**config.mk**
```make
export PLATFORM = sky130hd
export DESIGN_NAME = instr_fetch_buffer_flat
export DESIGN_NICKNAME = d
export VERILOG_FILES = /design/src/rtl/instr_fetch_buffer_if.sv /design/src/rtl/instr_fetch_buffer.sv /design/src/flat_wrapper.sv
export SDC_FILE = /design/constraint.sdc
export NUM_CORES = 1
export LEC_CHECK = 0
export CORE_UTILIZATION = 57
export CTS_BUF_LIST = sky130_fd_sc_hd__clkbuf_8 sky130_fd_sc_hd__clkbuf_16
export CTS_CLUSTER_SIZE = 10
export DETAILED_ROUTE_END_ITERATION = 6
export PLACE_DENSITY = 0.82
export SYNTH_ARGS = -nofsm -noshare
export SYNTH_HDL_FRONTEND = slang
export SYNTH_SLANG_ARGS = --single-unit
```
**constraint.sdc**
```tcl
create_clock -name clk -period 6.5 [get_ports clk]
set_clock_uncertainty 0.2 [all_clocks]
set_input_delay 0.65 -clock clk [delete_from_list [all_inputs] [get_ports clk]]
set_output_delay 0.65 -clock clk [all_outputs]
set_load 0.02 [all_outputs]
```
**src/rtl/instr_fetch_buffer_if.sv**
```systemverilog
// Bundle of the fetch-side, memory-side and decode-side signals of the instruction fetch buffer.
// slave is the buffer itself; master is whatever surrounds it (PC stage, memory, decode).
interface instr_fetch_buffer_if #(
  parameter int PC_WIDTH   = 16,
  parameter int DATA_WIDTH = 32
);
  logic                  pc_valid;
  logic                  pc_ready;
  logic [PC_WIDTH-1:0]   pc;
  logic                  flush;
  logic                  mem_en;
  logic [PC_WIDTH-1:0]   mem_addr;
  logic [DATA_WIDTH-1:0] mem_rdata;
  logic                  instr_valid;
  logic                  instr_ready;
  logic [DATA_WIDTH-1:0] instr;
  logic [PC_WIDTH-1:0]   instr_pc;
  logic                  instr_misaligned;

  modport slave (
    input  pc_valid, pc, flush, mem_rdata, instr_ready,
    output pc_ready, mem_en, mem_addr, instr_valid, instr, instr_pc, instr_misaligned
  );

  modport master (
    output pc_valid, pc, flush, mem_rdata, instr_ready,
    input  pc_ready, mem_en, mem_addr, instr_valid, instr, instr_pc, instr_misaligned
  );
endinterface

```
**src/rtl/instr_fetch_buffer.sv**
```systemverilog
// Fetch buffer: issues one-cycle-latency instruction memory reads for accepted PCs and
// queues the returned instructions, tagged with their PC, for the decode stage.
module instr_fetch_buffer #(
  parameter int PC_WIDTH   = 16,
  parameter int DATA_WIDTH = 32,
  parameter int DEPTH      = 4
) (
  input  logic                   clk,
  input  logic                   rst,
  instr_fetch_buffer_if.slave    bus
);
  localparam int AW = $clog2(DEPTH);

  logic [DATA_WIDTH-1:0] data_q [DEPTH];
  logic [PC_WIDTH-1:0]   pc_q   [DEPTH];
  logic                  mis_q  [DEPTH];

  logic [AW-1:0]       wr_ptr;
  logic [AW-1:0]       rd_ptr;
  logic [AW:0]         count;
  logic                inflight;
  logic [PC_WIDTH-1:0] inflight_pc;
  logic                inflight_mis;

  logic [AW+1:0] occ;
  logic          fire;
  logic          pop;

  // Occupancy counts the in-flight read so a response always has a slot waiting for it.
  assign occ          = (AW+2)'(count) + (AW+2)'(inflight);
  assign bus.pc_ready = !bus.flush && (occ < (AW+2)'(DEPTH));
  assign fire         = bus.pc_valid && bus.pc_ready;
  assign bus.mem_en   = fire;
  assign bus.mem_addr = fire ? bus.pc : '0;

  assign bus.instr_valid      = (count != '0);
  assign bus.instr            = data_q[rd_ptr];
  assign bus.instr_pc         = pc_q[rd_ptr];
  assign bus.instr_misaligned = mis_q[rd_ptr];
  assign pop                  = bus.instr_valid && bus.instr_ready;

  always_ff @(posedge clk) begin
    if (rst) begin
      wr_ptr       <= '0;
      rd_ptr       <= '0;
      count        <= '0;
      inflight     <= 1'b0;
      inflight_pc  <= '0;
      inflight_mis <= 1'b0;
      for (int i = 0; i < DEPTH; i++) begin
        data_q[i] <= '0;
        pc_q[i]   <= '0;
        mis_q[i]  <= 1'b0;
      end
    end else if (bus.flush) begin
      // Storage is left as-is; only the bookkeeping is discarded.
      wr_ptr   <= '0;
      rd_ptr   <= '0;
      count    <= '0;
      inflight <= 1'b0;
    end else begin
      inflight <= fire;
      if (fire) begin
        inflight_pc  <= bus.pc;
        inflight_mis <= |bus.pc[1:0];
      end
      if (inflight) begin
        data_q[wr_ptr] <= bus.mem_rdata;
        pc_q[wr_ptr]   <= inflight_pc;
        mis_q[wr_ptr]  <= inflight_mis;
        wr_ptr         <= wr_ptr + AW'(1);
      end
      if (pop) begin
        rd_ptr <= rd_ptr + AW'(1);
      end
      count <= count + (AW+1)'(inflight) - (AW+1)'(pop);
    end
  end

  a_no_overflow: assert property (@(posedge clk) disable iff (rst) occ <= (AW+2)'(DEPTH));

endmodule

```
**src/flat_wrapper.sv**
```systemverilog
// flat-port wrapper written by rule: the top's interface ports become plain ports
module instr_fetch_buffer_flat 
#(
  parameter int PC_WIDTH   = 16,
  parameter int DATA_WIDTH = 32,
  parameter int DEPTH      = 4
)
  (clk, rst, bus_pc_valid, bus_pc, bus_flush, bus_mem_rdata, bus_instr_ready, bus_pc_ready, bus_mem_en, bus_mem_addr, bus_instr_valid, bus_instr, bus_instr_pc, bus_instr_misaligned);
  instr_fetch_buffer_if #(.PC_WIDTH(PC_WIDTH), .DATA_WIDTH(DATA_WIDTH)) bus_i ();
  input  logic clk;
  input  logic rst;
  input wire logic [$bits(bus_i.pc_valid)-1:0] bus_pc_valid;
  input wire logic [$bits(bus_i.pc)-1:0] bus_pc;
  input wire logic [$bits(bus_i.flush)-1:0] bus_flush;
  input wire logic [$bits(bus_i.mem_rdata)-1:0] bus_mem_rdata;
  input wire logic [$bits(bus_i.instr_ready)-1:0] bus_instr_ready;
  output wire logic [$bits(bus_i.pc_ready)-1:0] bus_pc_ready;
  output wire logic [$bits(bus_i.mem_en)-1:0] bus_mem_en;
  output wire logic [$bits(bus_i.mem_addr)-1:0] bus_mem_addr;
  output wire logic [$bits(bus_i.instr_valid)-1:0] bus_instr_valid;
  output wire logic [$bits(bus_i.instr)-1:0] bus_instr;
  output wire logic [$bits(bus_i.instr_pc)-1:0] bus_instr_pc;
  output wire logic [$bits(bus_i.instr_misaligned)-1:0] bus_instr_misaligned;
  assign bus_i.pc_valid = bus_pc_valid;
  assign bus_i.pc = bus_pc;
  assign bus_i.flush = bus_flush;
  assign bus_i.mem_rdata = bus_mem_rdata;
  assign bus_i.instr_ready = bus_instr_ready;
  assign bus_pc_ready = bus_i.pc_ready;
  assign bus_mem_en = bus_i.mem_en;
  assign bus_mem_addr = bus_i.mem_addr;
  assign bus_instr_valid = bus_i.instr_valid;
  assign bus_instr = bus_i.instr;
  assign bus_instr_pc = bus_i.instr_pc;
  assign bus_instr_misaligned = bus_i.instr_misaligned;
  instr_fetch_buffer #(.PC_WIDTH(PC_WIDTH), .DATA_WIDTH(DATA_WIDTH), .DEPTH(DEPTH)) u_core (.clk(clk), .rst(rst), .bus(bus_i));
endmodule
```
==> results of run 1 <==
## routing by layer
layer | vias to the layer above | track usage | wire length [um]
met5 | - | 0 | 0
met4 | 0 | 0.0711 | 272
met3 | 28 | 0.0427 | 1190
met2 | 165 | 0.406 | 9930
met1 | 2730 | 0.288 | 7630
li1 | 2494 | - | -
## flip-flops by register name (all words and copies together) (netlist names), named ones only
register / flops
u_core.data_q: 128
u_core.pc_q: 64
u_core.inflight_pc: 16
u_core.mis_q: 4
u_core.count: 3
u_core.rd_ptr: 2
u_core.wr_ptr: 2
u_core.inflight: 1
u_core.inflight_mis: 1
## area by class of cell
cell class	instances	area, um^2	share of cell area
Clock inverter	21	82.6	0.00704
Multi-Input combinational cell	336	2920	0.249
Sequential cell	223	6430	0.548
Timing Repair Buffer	128	1260	0.108
Inverter	23	86.3	0.00736
Clock buffer	27	676	0.0576
Tap cell	220	275	0.0235
## cells in the final DEF (no fill, tap or decap), drive strengths merged, types with 3 or more instances in the layout
cell type | synthesis | final
inv | 23 | 43
edfxtp | 196 | 196
or2 | 4 | 4
clkdlybuf4s50 | 0 | 120
dfxtp | 27 | 27
buf | 11 | 8
nand2 | 3 | 3
ha | 3 | 3
nand3 | 16 | 16
nor2 | 12 | 12
xnor2 | 3 | 3
a21oi | 17 | 17
clkbuf | 28 | 27
o21ai | 16 | 16
and2 | 197 | 197
mux4 | 49 | 49
## worst paths after layout
path | from | endpoint | slack, ns | cells after the start
worst max-delay path | bus_pc_valid | bus_mem_addr[14] | 2.76 | 5
worst min-delay path | u_core.inflight_pc[8]$_SDFFE_PP0P_ | u_core.inflight_pc[8]$_SDFFE_PP0P_ | 0.30 | 2
worst max register to register | u_core.inflight$_SDFF_PP0_ | u_core.mis_q[2]$_SDFFCE_PN0P_ | 4.21 | 4
worst min register to register | u_core.inflight_pc[8]$_SDFFE_PP0P_ | u_core.inflight_pc[8]$_SDFFE_PP0P_ | 0.30 | 2
## power by group through the flow
| stage | sequential, mW | clock (mW) | combinational (mW) |
|---|---|---|---|
| final | 1.63 | 1.26 | 0.188 |
| after global routing | 1.63 | 1.34 | 0.200 |
| after CTS | 1.63 | 1.28 | 0.190 |
| after detailed placement | 1.66 | 0 | 0.189 |
| after global placement | 1.65 | 0 | 0.187 |
| after floorplan | 1.65 | 0 | 0.0926 |
## logic make-up (layout without fill, tap and decap cells)
kind of cell / count (synthesis) / in the layout / share of synthesized area
fa+ha+maj: 4 / 4 / 0.00598
buf+inv: 62 / 199 / 0.0294
flops: 223 / 223 / 0.668
simple gates: 240 / 240 / 0.155
compound gates: 38 / 38 / 0.0226
mux: 49 / 49 / 0.115
xor+xnor: 5 / 5 / 0.00455
## worst max-delay path: stages
cell and delay, ns:
clkdlybuf4s50_1 0.47, nor2b_1 0.82, nand3_1 0.23, inv_1 0.10
clkdlybuf4s50_1 0.61
## synth_stat cells, drive strengths merged (4+ instances only)
library cell | number | share of area
inv | 23 | 0.0090
mux4 | 49 | 0.11
buf | 11 | 0.0081
edfxtp | 196 | 0.61
o21ai | 16 | 0.0083
a21oi | 17 | 0.0088
clkbuf | 28 | 0.012
and2 | 197 | 0.13
dfxtp | 27 | 0.056
or2 | 4 | 0.0029
nand3 | 16 | 0.0083
nor2 | 12 | 0.0049
## stage by stage
stage	power, mW	hold slack [ns]
2_1_floorplan	1.74	0.275
5_1_grt	3.17	0.345
3_3_place_gp	1.84	0.303
4_1_cts	3.09	0.307
6_report	3.07	0.302
3_5_place_dp	1.85	0.300
==> impl_metrics.py, run 1 <==
metrics = {
    "die": {
        "die-area_um2": 17400,
        "die_y_um": 132,
        "ios": 121,
        "fp.dieW_um": 132,
        "start_util": 0.582,
        "rows": 47,
        "core_um2": 16500,
    },
    "placed_design": {
        "io_buffer_count": 120,
        "dp.cells": 930,
        "dpl_cell_area_um2": 11000,
        "globalplace.congestion": 0.707,
        "place_worst_setup_slack_ns": 2.76,
        "place_hpwl_um": 11000,
    },
    "sta": {
        "fin_ws_ns": 2.76,
        "hold_violations": 0,
        "fmax_mhz": 268,
        "fin_crit_ns": 3.74,
        "fin_setup_tns_ns": 0,
        "relSlewSlack": 0.273,
        "slew_violations": 0,
        "grt_setup_unrepaired": "no",
        "worstMarginPinSlew_ns": 1.09,
        "min_period_over_period": 0.575,
        "setup_viol": 0,
    },
    "cells_and_area": {
        "final_area_um2": 11700,
        "area_delta_synth_final_pct": 21.9,
        "instances_no_fill": 978,
        "diodes": 0,
        "drive_gt1_frac": 0.129,
        "fill_cells": 1064,
        "fin_nets": 795,
        "utilization": 0.710,
    },
    "critical_path": {
        "cp-end-kind": "output port",
        "cp_max_fo": 17,
        "critical_path_class": "input port to output port",
        "start_kind": "input port",
        "arrival_ns": 2.89,
        "crit_required_ns": 5.65,
    },
    "grt": {
        "grt_remaining_overflow": 0,
        "grt_max_degree": 50,
        "grt_usage": 0.230,
        "antenna_found_initial": 0,
        "grt_pass1_wl_um": 30900,
        "first_global_vias": 5970,
    },
    "power": {
        "net-switching-power_mw": 0.636,
        "combPwrFrac": 0.061,
        "p_seq_frac": 0.529,
        "pwr-share-clk": 0.409,
        "switching_share": 0.207,
        "peakVddDrop_mv": 0.170,
        "p_leak_nw": 4.34,
        "p_int_mw": 2.44,
        "powerDensity_nw_per_um2": 262,
    },
    "detailed_routing": {
        "viasPerCell": 5.54,
        "drc": 0,
        "drtPass1Iterations": 5,
        "wl_per_cell_um": 19.5,
        "via_count": 5417,
        "drt_iter0_drc": 376,
        "finalWirelength_um": 19000,
        "antenna_left": 0,
    },
    "synthesis": {
        "ys_warn_count": 0,
        "ys_seq_area_frac": 0.668,
        "avgSynthCellArea_um2": 15.5,
        "synth_fp_nets": 678,
        "async_flop_share": 0,
        "ys.flop_type": "edfxtp_1",
        "synth.distinct_cells": 34,
        "synth.cell_area_um2": 9620,
        "postSynthCellCount": 621,
        "synth_edf_count": 196,
        "ys_seq_elements": 223,
    },
    "clock_tree": {
        "cts-buffers-inserted": 26,
        "cts_max_level": 1,
        "clk_pin_slew_ns": 0.05,
        "cts_sinks": 223,
        "root_buffer": "clkbuf_16",
        "hold_buffers": 0,
        "cts_setup_buffers": 0,
        "cts_resized": 0,
        "insertion_delay_ns": 0.51,
        "cts_buffer_depth": 3,
        "tritoncts": "built",
    },
    "flow_run": {
        "drv_cap": 0,
    },
    "status": {
        "outcome": "complete, no violations",
    },
    "hold_path": {
        "hold_class": "register to register",
    },
}
(Power assumes the default switching activity.)
==> inputs of run 2 (changes only) <==
--- a/config.mk
+++ b/config.mk
@@ -5,11 +5,11 @@
 export SDC_FILE = /design/constraint.sdc
 export NUM_CORES = 1
 export LEC_CHECK = 0
-export CORE_UTILIZATION = 57
+export CORE_UTILIZATION = 50
 export CTS_BUF_LIST = sky130_fd_sc_hd__clkbuf_8 sky130_fd_sc_hd__clkbuf_16
 export CTS_CLUSTER_SIZE = 10
 export DETAILED_ROUTE_END_ITERATION = 6
-export PLACE_DENSITY = 0.82
+export PLACE_DENSITY = 0.76
 export SYNTH_ARGS = -nofsm -noshare
 export SYNTH_HDL_FRONTEND = slang
 export SYNTH_SLANG_ARGS = --single-unit
==> constraint.sdc (replaced) <==
create_clock -name clk -period 3.1 [get_ports clk]
set_clock_uncertainty 0.2 [all_clocks]
set_input_delay 0.31 -clock clk [delete_from_list [all_inputs] [get_ports clk]]
set_output_delay 0.31 -clock clk [all_outputs]
set_load 0.02 [all_outputs]
==> run 2 against run 1 <==
Against the previous run:
- combinational power up 120%
- clock power is 110% higher
- clock-buffer cell count did not move
- wire length grew 2.6%
- die area is 14% higher
- sequential cell count unchanged
- power increased by 110%
- global-route usage decreased by 2.4 points
- largest cell class unchanged
- largest power group unchanged
- highest routed layer unchanged
==> impl_metrics.py, run 2 (synthesized netlist as in run 1, its figures left out) <==
metrics = {
    "power": {
        "p_int_mw": 5.12,
        "powerDensity_nw_per_um2": 543,
        "p_seq_frac": 0.526,
        "combPwrFrac": 0.064,
        "pwr-share-clk": 0.410,
        "peakVddDrop_mv": 0.386,
        "p_leak_nw": 4.50,
        "switching_share": 0.209,
        "net-switching-power_mw": 1.35,
    },
    "flow_run": {
        "drv_cap": 0,
    },
    "detailed_routing": {
        "drtPass1Iterations": 7,
        "viasPerCell": 5.43,
        "finalWirelength_um": 19500,
        "via_count": 5463,
        "antenna_left": 0,
        "drc": 0,
        "wl_per_cell_um": 19.4,
        "drt_iter0_drc": 363,
    },
    "sta": {
        "grt_setup_unrepaired": "yes",
        "fin_crit_ns": 2.96,
        "relSlewSlack": 0.640,
        "fin_ws_ns": 0.142,
        "worstMarginPinSlew_ns": 0.540,
        "setup_viol": 0,
        "fin_setup_tns_ns": 0,
        "hold_violations": 0,
        "slew_violations": 0,
        "fmax_mhz": 338,
        "min_period_over_period": 0.954,
    },
    "grt": {
        "grt_pass1_wl_um": 31300,
        "grt_max_degree": 50,
        "grt_usage": 0.205,
        "grt_remaining_overflow": 0,
        "antenna_found_initial": 0,
        "first_global_vias": 5868,
    },
    "cells_and_area": {
        "fin_nets": 809,
        "largest_reg_flops": 128,
        "diodes": 0,
        "drive_gt1_frac": 0.148,
        "fill_cells": 1386,
        "largest-register": "u_core.data_q",
        "final_cell_mix": "and2_1, edfxtp_1, clkdlybuf4s50_1",
        "final_common_cell": "and2_1",
        "area_delta_synth_final_pct": 24.0,
        "top_regs": "u_core.data_q (128), u_core.pc_q (64), u_core.inflight_pc (16)",
    },
    "critical_path": {
        "cp_max_fo": 14,
        "worstReg2RegStart": "u_core.count[1]$_SDFF_PP0_",
        "path_cells": "ha_1 > or3_1 > o221ai_4 > buf_4 > nand3_1 > inv_1 > clkdlybuf4s15_1",
        "start_kind": "register",
        "r2r_slack_ns": 0.81,
        "rr_endpoint": "u_core.count[2]$_SDFF_PP0_",
        "critical_path_class": "register to output port",
        "cp-end-kind": "output port",
        "cp_top_family": "buffers and inverters",
        "crit_required_ns": 2.59,
        "worst-path-buf-inv": 3,
        "crit_cells": 7,
        "slowest_stage": "or3_1",
        "reg2reg_depth": 8,
        "arrival_ns": 2.45,
        "critPathLaunch": "u_core.count[2]$_SDFF_PP0_",
        "critical_path.endpoint": "bus_mem_addr[10]",
        "max_stage_delay_ns": 0.40,
    },
    "die": {
        "fp.dieW_um": 141,
        "rows": 50,
        "die-area_um2": 19800,
        "die_y_um": 141,
        "ios": 121,
        "core_um2": 18800,
        "start_util": 0.513,
    },
    "clock_tree": {
        "tritoncts": "built",
        "cts_sinks": 223,
        "clk_pin_slew_ns": 0.05,
        "cts_max_level": 1,
        "cts_buffer_depth": 3,
        "root_buffer": "clkbuf_16",
        "hold_buffers": 0,
        "insertion_delay_ns": 0.52,
        "cts-buffers-inserted": 26,
    },
    "hold_path": {
        "hold_class": "input port to register",
    },
    "placed_design": {
        "globalplace.congestion": 0.765,
        "place_worst_setup_slack_ns": 0.331,
        "io_buffer_count": 120,
        "place_hpwl_um": 11700,
    },
    "status": {
        "outcome": "complete, no violations",
    },
}
## run 2: cell count changes in the layout (fill, tap and decap cells not counted), moves of 2 or more
cell | previous run | this run
clkdlybuf4s50_1 | 120 | 102
buf_4 | 8 | 16
clkdlybuf4s15_1 | 0 | 2
clkbuf_2 | 0 | 2
buf_12 | 0 | 6
dlygate4sd2_1 | 0 | 13
## run 2: area by class of cell
| type | count | area, um^2 | share of cell area |
|---|---|---|---|
| Clock buffer | 27 | 676 | 0.0567 |
| Timing Repair Buffer | 142 | 1420 | 0.119 |
| Tap cell | 234 | 293 | 0.0246 |
| Clock inverter | 21 | 83.8 | 0.00703 |
| Multi-Input combinational cell | 336 | 2940 | 0.246 |
| Sequential cell | 223 | 6430 | 0.539 |
| Inverter | 23 | 86.3 | 0.00724 |
## run 2: worst min path at each step
| stage | from | endpoint | slack (ns) | depth (start not counted) |
|---|---|---|---|---|
| global placement | u_core.rd_ptr[1]$_SDFFE_PP0P_ | register | 0.31 | 2 |
| floorplan | u_core.inflight_pc[0]$_SDFFE_PP0P_ | u_core.inflight_pc[0]$_SDFFE_PP0P_ | 0.27 | 2 |
| CTS | bus_pc[5] | u_core.inflight_pc[5]$_SDFFE_PP0P_ | 0.17 | 3 |
| finish | bus_pc[5] | u_core.inflight_pc[5]$_SDFFE_PP0P_ | 0.19 | 3 |
| detailed placement | u_core.inflight_pc[3]$_SDFFE_PP0P_ | u_core.inflight_pc[3]$_SDFFE_PP0P_ | 0.31 | 2 |
| global route | bus_pc[12] | u_core.inflight_pc[12]$_SDFFE_PP0P_ | 0.20 | 3 |
## run 2: repair_timing
action                     4_1_cts  5_1_grt
setup endpoints to repair       16        2
setup buffers                    2        0
gates resized for setup         18        8
## run 2: through the flow
| step | util | instances | hold slack, ns | instance area [um^2] | total power, mW |
|---|---|---|---|---|---|
| finish | 0.635 | 1006 | 0.191 | 11900 | 6.47 |
| global route | 0.635 | 1006 | 0.202 | 11900 | 6.68 |
| CTS | 0.635 | 1006 | 0.172 | 11900 | 6.52 |
| floorplan | - | 621 | 0.275 | 9620 | 3.64 |
| detailed placement | 0.594 | 956 | 0.312 | 11200 | 3.89 |
| global placement | 0.594 | 956 | 0.308 | 11200 | 3.87 |
## run 2: worst reg2reg max path, stage by stage, from the launching register on
cell and delay (ns):
dfxtp_1 0.37, o31a_1 0.38, ha_1 0.31, inv_1 0.07, ha_1 0.17, inv_1 0.06, fa_1 0.40, xnor2_1 0.17
nor2_1 0.06
## run 2: routing by layer
layer	up-vias	routed length, um	GRT usage
met2	179	9920	0.362
met5	-	0	0
met4	0	316	0.0538
li1	2520	-	-
met3	30	1310	0.0387
met1	2734	7970	0.261
## run 2: power by group through the flow
stage                     clock [mW]  sequential (mW)  combinational (mW)
after detailed placement           0             3.47               0.421
after floorplan                    0             3.45               0.194
after global routing            2.82             3.42               0.439
after global placement             0             3.46               0.415
final                           2.65             3.41               0.412
after CTS                       2.70             3.41               0.417
